<file path="config.mk">
export PLATFORM = sky130hd
export DESIGN_NAME = imm_decode_stage
export DESIGN_NICKNAME = d
export VERILOG_FILES = /design/src/rtl/imm_pkg.sv /design/src/rtl/imm_decode.sv /design/src/rtl/imm_decode_stage.sv
export SDC_FILE = /design/constraint.sdc
export NUM_CORES = 1
export LEC_CHECK = 0
export CAP_MARGIN = 15
export CORE_UTILIZATION = 40
export DETAILED_ROUTE_END_ITERATION = 16
export PLACE_DENSITY = 0.65
export SETUP_SLACK_MARGIN = 0.2
export SYNTH_ARGS = -nofsm -noshare
export SYNTH_HDL_FRONTEND = slang
export SYNTH_HIERARCHICAL = 1
export SYNTH_SLANG_ARGS = --single-unit
export TNS_END_PERCENT = 10
</file>
<file path="constraint.sdc">
create_clock -name clk -period 3.45 [get_ports clk]
set_input_delay 0.69 -clock clk [delete_from_list [all_inputs] [get_ports clk]]
set_output_delay 0.69 -clock clk [all_outputs]
set_load 0.01 [all_outputs]
</file>
<file path="src/rtl/imm_pkg.sv">
// imm_pkg -- shared definitions for the immediate-decode stage.
//   imm_fmt_e    : immediate format code presented on out_fmt
//   OPC_*        : RV32/RV64 base opcodes recognised by the decoder
//   xlen_legal   : elaboration-time check of the datapath width
//   depth_legal  : elaboration-time check of the output buffer depth
package imm_pkg;

    typedef enum logic [2:0] {
        FMT_NONE  = 3'd0,
        FMT_I     = 3'd1,
        FMT_S     = 3'd2,
        FMT_B     = 3'd3,
        FMT_U     = 3'd4,
        FMT_J     = 3'd5,
        FMT_SHAMT = 3'd6
    } imm_fmt_e;

    localparam logic [6:0] OPC_OP_IMM   = 7'b0010011;
    localparam logic [6:0] OPC_LOAD     = 7'b0000011;
    localparam logic [6:0] OPC_JALR     = 7'b1100111;
    localparam logic [6:0] OPC_STORE    = 7'b0100011;
    localparam logic [6:0] OPC_BRANCH   = 7'b1100011;
    localparam logic [6:0] OPC_LUI      = 7'b0110111;
    localparam logic [6:0] OPC_AUIPC    = 7'b0010111;
    localparam logic [6:0] OPC_JAL      = 7'b1101111;
    localparam logic [6:0] OPC_OP       = 7'b0110011;
    localparam logic [6:0] OPC_MISC_MEM = 7'b0001111;
    localparam logic [6:0] OPC_SYSTEM   = 7'b1110011;

    localparam logic [2:0] F3_SLLI = 3'b001;
    localparam logic [2:0] F3_SRXI = 3'b101;

    function automatic bit xlen_legal(input int xlen);
        return (xlen == 32) || (xlen == 64);
    endfunction

    function automatic bit depth_legal(input int depth);
        return (depth == 1) || (depth == 2);
    endfunction

endpackage

</file>
<file path="src/rtl/imm_decode.sv">
// imm_decode -- purely combinational immediate decoder.
//   inst    : 32-bit base instruction word
//   pc      : instruction address (XLEN)
//   imm     : sign-/zero-extended immediate (XLEN)
//   fmt     : immediate format code
//   target  : pc + imm for B, J and AUIPC, otherwise 0 (wraps modulo 2^XLEN)
//   illegal : encoding not supported by this stage
module imm_decode
    import imm_pkg::*;
#(
    parameter int XLEN = 32
) (
    input  logic [31:0]     inst,
    input  logic [XLEN-1:0] pc,
    output logic [XLEN-1:0] imm,
    output imm_fmt_e        fmt,
    output logic [XLEN-1:0] target,
    output logic            illegal
);

    logic [6:0]  opcode;
    logic [2:0]  funct3;
    logic [31:0] imm32;      // immediate built at 32 bits, sign-extended afterwards
    logic        is_shamt;
    logic        use_target;

    assign opcode = inst[6:0];
    assign funct3 = inst[14:12];

    always_comb begin
        imm32      = 32'd0;
        fmt        = FMT_NONE;
        illegal    = 1'b0;
        is_shamt   = 1'b0;
        use_target = 1'b0;
        // Every listed opcode ends in 2'b11, so compressed encodings
        // (inst[1:0] != 2'b11) always land in the default arm.
        case (opcode)
            OPC_OP_IMM: begin
                if ((funct3 == F3_SLLI) || (funct3 == F3_SRXI)) begin
                    fmt      = FMT_SHAMT;
                    is_shamt = 1'b1;
                end else begin
                    fmt   = FMT_I;
                    imm32 = {{20{inst[31]}}, inst[31:20]};
                end
            end
            OPC_LOAD, OPC_JALR: begin
                fmt   = FMT_I;
                imm32 = {{20{inst[31]}}, inst[31:20]};
            end
            OPC_STORE: begin
                fmt   = FMT_S;
                imm32 = {{20{inst[31]}}, inst[31:25], inst[11:7]};
            end
            OPC_BRANCH: begin
                fmt        = FMT_B;
                imm32      = {{19{inst[31]}}, inst[31], inst[7], inst[30:25], inst[11:8], 1'b0};
                use_target = 1'b1;
            end
            OPC_LUI: begin
                fmt   = FMT_U;
                imm32 = {inst[31:12], 12'b0};
            end
            OPC_AUIPC: begin
                fmt        = FMT_U;
                imm32      = {inst[31:12], 12'b0};
                use_target = 1'b1;
            end
            OPC_JAL: begin
                fmt        = FMT_J;
                imm32      = {{11{inst[31]}}, inst[31], inst[19:12], inst[20], inst[30:21], 1'b0};
                use_target = 1'b1;
            end
            OPC_OP, OPC_MISC_MEM, OPC_SYSTEM: begin
                fmt = FMT_NONE;
            end
            default: begin
                illegal = 1'b1;
            end
        endcase
    end

    // Shift amounts are zero-extended; the funct7 bits never leak in.
    // RV64 uses a 6-bit shamt, RV32 a 5-bit one.
    always_comb begin
        if (is_shamt) begin
            if (XLEN == 64) begin
                imm = XLEN'(inst[25:20]);
            end else begin
                imm = XLEN'(inst[24:20]);
            end
        end else begin
            imm = XLEN'($signed(imm32));
        end
    end

    assign target = use_target ? (pc + imm) : '0;

endmodule

</file>
<file path="src/rtl/imm_decode_stage.sv">
// imm_decode_stage -- immediate decoder followed by a small valid/ready
// output buffer (1 or 2 entries). Results appear one cycle after acceptance.
//   clk, rst_n        : clock, asynchronous active-low reset
//   flush             : discard all buffered entries (beats a same-cycle push)
//   in_valid/in_ready : input handshake; in_ready depends on registered count only
//   in_inst, in_pc    : instruction word and its address
//   out_valid/out_ready : output handshake on the head entry
//   out_imm, out_fmt, out_target, out_pc, out_illegal : head entry, 0 when empty
module imm_decode_stage
    import imm_pkg::*;
#(
    parameter int XLEN  = 32,
    parameter int DEPTH = 2
) (
    input  logic            clk,
    input  logic            rst_n,
    input  logic            flush,
    input  logic            in_valid,
    output logic            in_ready,
    input  logic [31:0]     in_inst,
    input  logic [XLEN-1:0] in_pc,
    output logic            out_valid,
    input  logic            out_ready,
    output logic [XLEN-1:0] out_imm,
    output logic [2:0]      out_fmt,
    output logic [XLEN-1:0] out_target,
    output logic [XLEN-1:0] out_pc,
    output logic            out_illegal
);

    generate
        if (!xlen_legal(XLEN) || !depth_legal(DEPTH)) begin : g_bad_param
            $error("imm_decode_stage: XLEN must be 32/64 and DEPTH must be 1/2");
        end
    endgenerate

    localparam int         PW      = 1;
    localparam logic [1:0] DEPTH_C = 2'(DEPTH);

    // Decoder outputs for the incoming instruction.
    logic [XLEN-1:0] dec_imm;
    imm_fmt_e        dec_fmt;
    logic [XLEN-1:0] dec_target;
    logic            dec_illegal;

    imm_decode #(.XLEN(XLEN)) u_dec (
        .inst    (in_inst),
        .pc      (in_pc),
        .imm     (dec_imm),
        .fmt     (dec_fmt),
        .target  (dec_target),
        .illegal (dec_illegal)
    );

    // Buffer storage and pointers.
    logic [XLEN-1:0] imm_q     [DEPTH];
    logic [2:0]      fmt_q     [DEPTH];
    logic [XLEN-1:0] target_q  [DEPTH];
    logic [XLEN-1:0] pc_q      [DEPTH];
    logic            illegal_q [DEPTH];

    logic [PW-1:0] head_q, head_d;
    logic [PW-1:0] tail_q, tail_d;
    logic [1:0]    count_q, count_d;

    logic push;
    logic pop;

    function automatic logic [PW-1:0] ptr_inc(input logic [PW-1:0] p);
        return (32'(p) == DEPTH - 1) ? '0 : p + 1'b1;
    endfunction

    assign in_ready  = (count_q < DEPTH_C);
    assign out_valid = (count_q != 2'd0);
    assign push      = in_valid && in_ready && !flush;
    assign pop       = out_valid && out_ready;

    always_comb begin
        head_d  = head_q;
        tail_d  = tail_q;
        count_d = count_q;
        if (flush) begin
            head_d  = '0;
            tail_d  = '0;
            count_d = 2'd0;
        end else begin
            if (push) begin
                tail_d = ptr_inc(tail_q);
            end
            if (pop) begin
                head_d = ptr_inc(head_q);
            end
            case ({push, pop})
                2'b10:   count_d = count_q + 2'd1;
                2'b01:   count_d = count_q - 2'd1;
                default: count_d = count_q;
            endcase
        end
    end

    always_ff @(posedge clk or negedge rst_n) begin
        if (!rst_n) begin
            head_q  <= '0;
            tail_q  <= '0;
            count_q <= 2'd0;
        end else begin
            head_q  <= head_d;
            tail_q  <= tail_d;
            count_q <= count_d;
        end
    end

    always_ff @(posedge clk or negedge rst_n) begin
        if (!rst_n) begin
            for (int i = 0; i < DEPTH; i++) begin
                imm_q[i]     <= '0;
                fmt_q[i]     <= 3'd0;
                target_q[i]  <= '0;
                pc_q[i]      <= '0;
                illegal_q[i] <= 1'b0;
            end
        end else if (push) begin
            imm_q[tail_q]     <= dec_imm;
            fmt_q[tail_q]     <= dec_fmt;
            target_q[tail_q]  <= dec_target;
            pc_q[tail_q]      <= in_pc;
            illegal_q[tail_q] <= dec_illegal;
        end
    end

    // Stale entries are masked so an empty stage always shows zeros.
    assign out_imm     = out_valid ? imm_q[head_q]     : '0;
    assign out_fmt     = out_valid ? fmt_q[head_q]     : 3'd0;
    assign out_target  = out_valid ? target_q[head_q]  : '0;
    assign out_pc      = out_valid ? pc_q[head_q]      : '0;
    assign out_illegal = out_valid ? illegal_q[head_q] : 1'b0;

endmodule

</file>
== Yosys cells after proc, flatten, opt, wreduce, memory -nomap -nowiden ==
Cells that the tools add are included.
Word-level totals
  bits in registers: 204
  output and inout port bits: 102
  word-level logic and storage cells: 102
Operators by class
  $add $sub $neg: 5
  order comparisons: 4
  equal/unequal tests: 15
  mux-type cells: 49
  bitwise gates (word level): 2
  reductions and logical operators: 14
Operators with widths (number)
  $mux 32: 16
  $bwmux 64: 3
  $pmux 32 s6: 1
  $add 32x32->32: 1
  $demux 32 s1: 1
  $eq 7x7->1 const B: 4
  $eq 7x6->1 const B: 3
  $mux 3: 6
  $pmux 3 s6: 1
  $mux 1: 15
  $eq 7x5->1 const B: 2
  $reduce_or 11->1: 1
  $eq 7x2->1 const B: 1
  $eq 7x4->1 const B: 1
  $bwmux 6: 1
  $reduce_bool 2->1: 3
  $ge 2x2->1 const B: 2
  $logic_and 1x1->1: 4
  $not 1->2: 2
  $pmux 2 s2: 1
  $reduce_or 2->1: 2
  $demux 3 s1: 1
  $eq 3x1->1 const B: 1
  $eq 3x3->1 const B: 1
  other kinds (14): 15

== Logic depth before layout (Yosys ltp) ==
  word-level depth: 8
  depth in mapped cells: 19
  gate-level depth less buffers: 17

== Modules after synthesis ==
Netlist, hierarchy kept.
Modules (own cells, without submodules)
  imm_decode_stage: instances 1, cells an instance 667, area an instance 9679.3 µm²
  imm_decode: instances 1, cells an instance 392, area an instance 2566.2 µm²

== Worst setup path before layout ==
No wires, ideal clock.
  path type: in2reg
  start: in in_inst[3]
  end: reg target_q[63] in the netlist's numbering
  data arrival time: 3.958 ns
  path slack: -0.632 ns
  stages: 17
  path through: buf_2 -> nor2_1 -> nand3_1 -> or2_1 -> and2_1 -> a21boi_1 -> a21o_1 -> ha_1 -> clkbuf_1 -> a21oi_1 -> o21ai_0 -> a221oi_1 -> a32oi_1 -> o2111ai_2 -> nand3_1 -> nor3b_2 -> mux2_2
Between the ends
  word-level cells in the longest chain between the ends: 7
RTL lines
  from (decl): line imm_decode_stage.sv:20  | input logic [31:0] in_inst,
  $eq 7x6->1 (tied with other cells): line imm_decode.sv:38  | case (opcode)
  $reduce_or 2->1 (no line)
  $pmux 32 s6: line imm_decode.sv:38
  $mux 32 (*): line imm_decode.sv:87  | if (is_shamt) begin
  named net dec_imm[14]: line imm_decode_stage.sv:41  | logic [XLEN-1:0] dec_imm;
  $add 32x32->32 (*): line imm_decode.sv:98  | assign target = use_target ? (pc + imm) : '0;
  $mux 32 (*): line imm_decode.sv:98
  named net dec_target[31]: line imm_decode_stage.sv:43  | logic [XLEN-1:0] dec_target;
  $bwmux 64 (*): line imm_decode_stage.sv:125  | target_q[tail_q] <= dec_target;
  to (signal, indexed assignment): line imm_decode_stage.sv:125
  to (decl): line imm_decode_stage.sv:58  | logic [XLEN-1:0] target_q [DEPTH];
The timed path passes the listed nets; every way through them passes the cells marked *.
A chain may end at the register's enable or synchronous reset.

== Worst setup path in the final report ==
Ends and elaborated chain as after synthesis.

==> flow_summary.toml <==
[outcome]
status = "complete, no violations"

[finish]
drive_gt1_share_pct = 39.1
postLayoutCellArea_um2 = 16900
final_util_pct = 56.6
syn2layout_area_growth_pct = 38.1
most-common-layout-cells = "dfrtp_1, buf_4, clkdlybuf4s50_1"
finalNonFillerCells = 1793
final_common_cell = "dfrtp_1"
final_nets = 1487
n_antenna_cell = 0

[critical_path]
cpMaxStageDelayCell = "a221oi_4"
max_stage_delay_ps = 310
required_ps = 3840
crit_path_start_kind = "input pin"
path_buf_inv = 2
critical_path_class = "input pin to flip-flop"
cp_top_family = "simple AND/OR/NAND/NOR gates"
rrSetupSlack_ps = 1570
r2r-start = "count_q[1]"
arrival_ps = 3780
cp-end-kind = "flip-flop"
path_cells = "buf_12, nor2_4, nand3_2, or2_1, and2_4, a21boi_4, buf_12, a21o_1, ha_4, nand4_1, nor3_4, a221oi_4, a32oi_2, o2111ai_2, nand3_1, nor3b_2, mux2_4"
worstSetupStartpoint = "in_inst[3]"
worst-path-max-fanout = 8
critPathMostFrequentCell = "buf_12"

[flow_run]
maxCapViolCount = 0

[logic_synthesis]
synth_edf_count = 0
netlist_instances = 1059
async_flop_share_pct = 100
synthesis.area_um2 = 12200
yosysWarnings = 6
synth_area_per_cell_um2 = 11.6
ys_seq_area_share_pct = 41.7
synth.distinct_cells = 72
ys.flop_type = "dfrtp_1"
syn-num-nets = 1160
ys_seq_elements = 204

[sta]
fin_crit_sh_pct = 98.1
setup-tns-final_ps = 0
fin_ws_ps = 66.6
maxSlewViolCount = 0
grt_setup_unrepaired = "yes"
max_freq_mhz = 296
worst_slew_pin_slew_ps = 676
finalHoldViolations = 0
clock_skew_ps = 18.1
layout_min_cycle_time_ps = 3380
max-slew-margin-rel_pct = 55.0
setup_violations = 0

[cts]
clk_pin_slew_worst_paths_ps = 60
worstSkewPairLatency_ps = 530
cts_inserted_buffers = 24
htreeDepth = 1
cts_sinks = 204
cts-root-buf = "clkbuf_16"
cts_tree = "done"
clock_tree.buffer_depth = 3

[route]
finalWirelength_mm = 33.7
drtIter0Drc = 506
drc = 0
num_vias = 9342
wl_per_cell_um = 18.8
postRouteAntennaNets = 0
viasPerCell = 5.21
drt_pass1_iterations = 4

[placement]
dp_hpwl_mm = 23.7
post_dp_cell_area_um2 = 15400
dp_slack_ps = -1080
io_buffers = 170
gp_routability_congestion = 0.886
placed_cells = 1731

[power]
p_leak_nw = 7.67
cellPowerDensity_nw_per_um2 = 398
ir_drop_mv = 0.358

[grt]
overflow = 0
grt_use_total_pct = 21.4
grt_pass1_vias = 9600
grt_max_degree = 79
antenna_found_initial = 0
grt_pass1_wl_mm = 53.0

[floorplanning]
start_util_pct = 41.0
die_y_um = 177
die-area_um2 = 31300
rows = 63
ioPinCount = 171
dieWidth_um = 177
coreArea_um2 = 29900

[min_path]
min_path_type = "input pin to asynchronous set/reset pin"
repair_timing:
| item | 4_1_cts | 5_1_grt |
|---|---|---|
| gates resized for setup | 131 | 36 |
| buffers inserted | 14 | 4 |
| setup endpoints to repair | 50 | 44 |
| cloned | 1 | 0 |
| pin swaps | 52 | 30 |
| hold buffers | 0 | 0 |
synthesized netlist by cell type (all sizes together), types with 2 or more instances:
master	n	area, µm²
nor2b	9	56.3
nand4	7	43.8
o2111ai	2	23.8
a211oi	5	37.5
dfrtp	204	5100
nor3b	4	46.3
nor2	151	567
a21oi	38	194
xor2	12	105
xnor2	12	105
o311ai	2	17.5
nor3	10	50.1
nand3	12	60.1
mux2	201	2640
o21bai	3	22.5
and2	14	87.6
nand2b	7	51.3
o31ai	2	28.8
a221oi	2	17.5
nand3b	3	22.5
a21o	33	249
a21boi	3	33.8
a311o	2	20.0
inv	16	60.1
or3	3	18.8
a22o	5	43.8
o211ai	4	30.0
a2111oi	3	46.3
o21a	5	38.8
ha	31	388
mux2i	101	1010
o21ai	26	130
nand2	43	161
and3	7	45.1
buf	35	403
nor4	2	12.5
clkbuf	25	125
routing by layer:
layer  vias up  GRT usage [%]  part of all wire, %
li1       4419              -                    -
met3        42           2.62                  4.3
met2       227           34.5                   46
met4         0           4.38                  1.9
met5         -              0                    0
met1      4654           30.7                   47
power breakdown:
part           internal, mW  switching, mW  leakage [nW]
sequential             2.66          0.160          2.69
combinational         0.790          0.596          4.58
clock                  1.52          0.989         0.392
path summary, 6_finish.rpt:
| kind | end | depth (start not counted) |
|---|---|---|
| worst max-delay path | target_q[63] | 17 |
| worst min-delay path | pc_q[24] | 1 |
| worst max register to register | target_q[5] | 4 |
| worst min register to register | target_q[32] | 1 |
| max in group asynchronous | head_q | 2 |
| min in group clk | target_q[32] | 1 |
cell families (layout without fill, tap and decap cells):
group	count (synthesis)	after routing	synth area share, %
fa+ha+maj	32	32	3.33
xor+xnor	24	24	1.72
buf+inv	76	419	4.80
simple gates	277	277	10.3
mux	302	302	29.8
flops	204	204	41.7
compound gates	144	145	8.34
sequential cells by signal, indices dropped and copies added (netlist names):
register / cells
target_q: 64
count_q: 2
head_q: 1
imm_q: 64
illegal_q: 2
tail_q: 1
pc_q: 64
fmt_q: 6
layout make-up:
class	instances	area, µm²
inverters	16	60.1
flip-flops and latches	204	5110
multi-input cells	780	7200
clock inverters	6	55.1
repair buffers	360	3270
clock buffers	37	731
fillers	2489	13000
well taps	390	488
stage by stage:
stage	hold WS, ps	total power [mW]
2_1_floorplan	394	3.66
3_3_place_gp	488	4.16
3_5_place_dp	494	4.19
4_1_cts	216	6.77
5_1_grt	225	7.02
6_report	176	6.72
worst register-to-register path: cells and delay by family, from the launching register on:
kind | cells | cell delay [ps]
buf+inv | 1 | 390
simple gates | 2 | 510
flops | 1 | 440
mux | 1 | 420
Power figures use the tool's default switching activity.
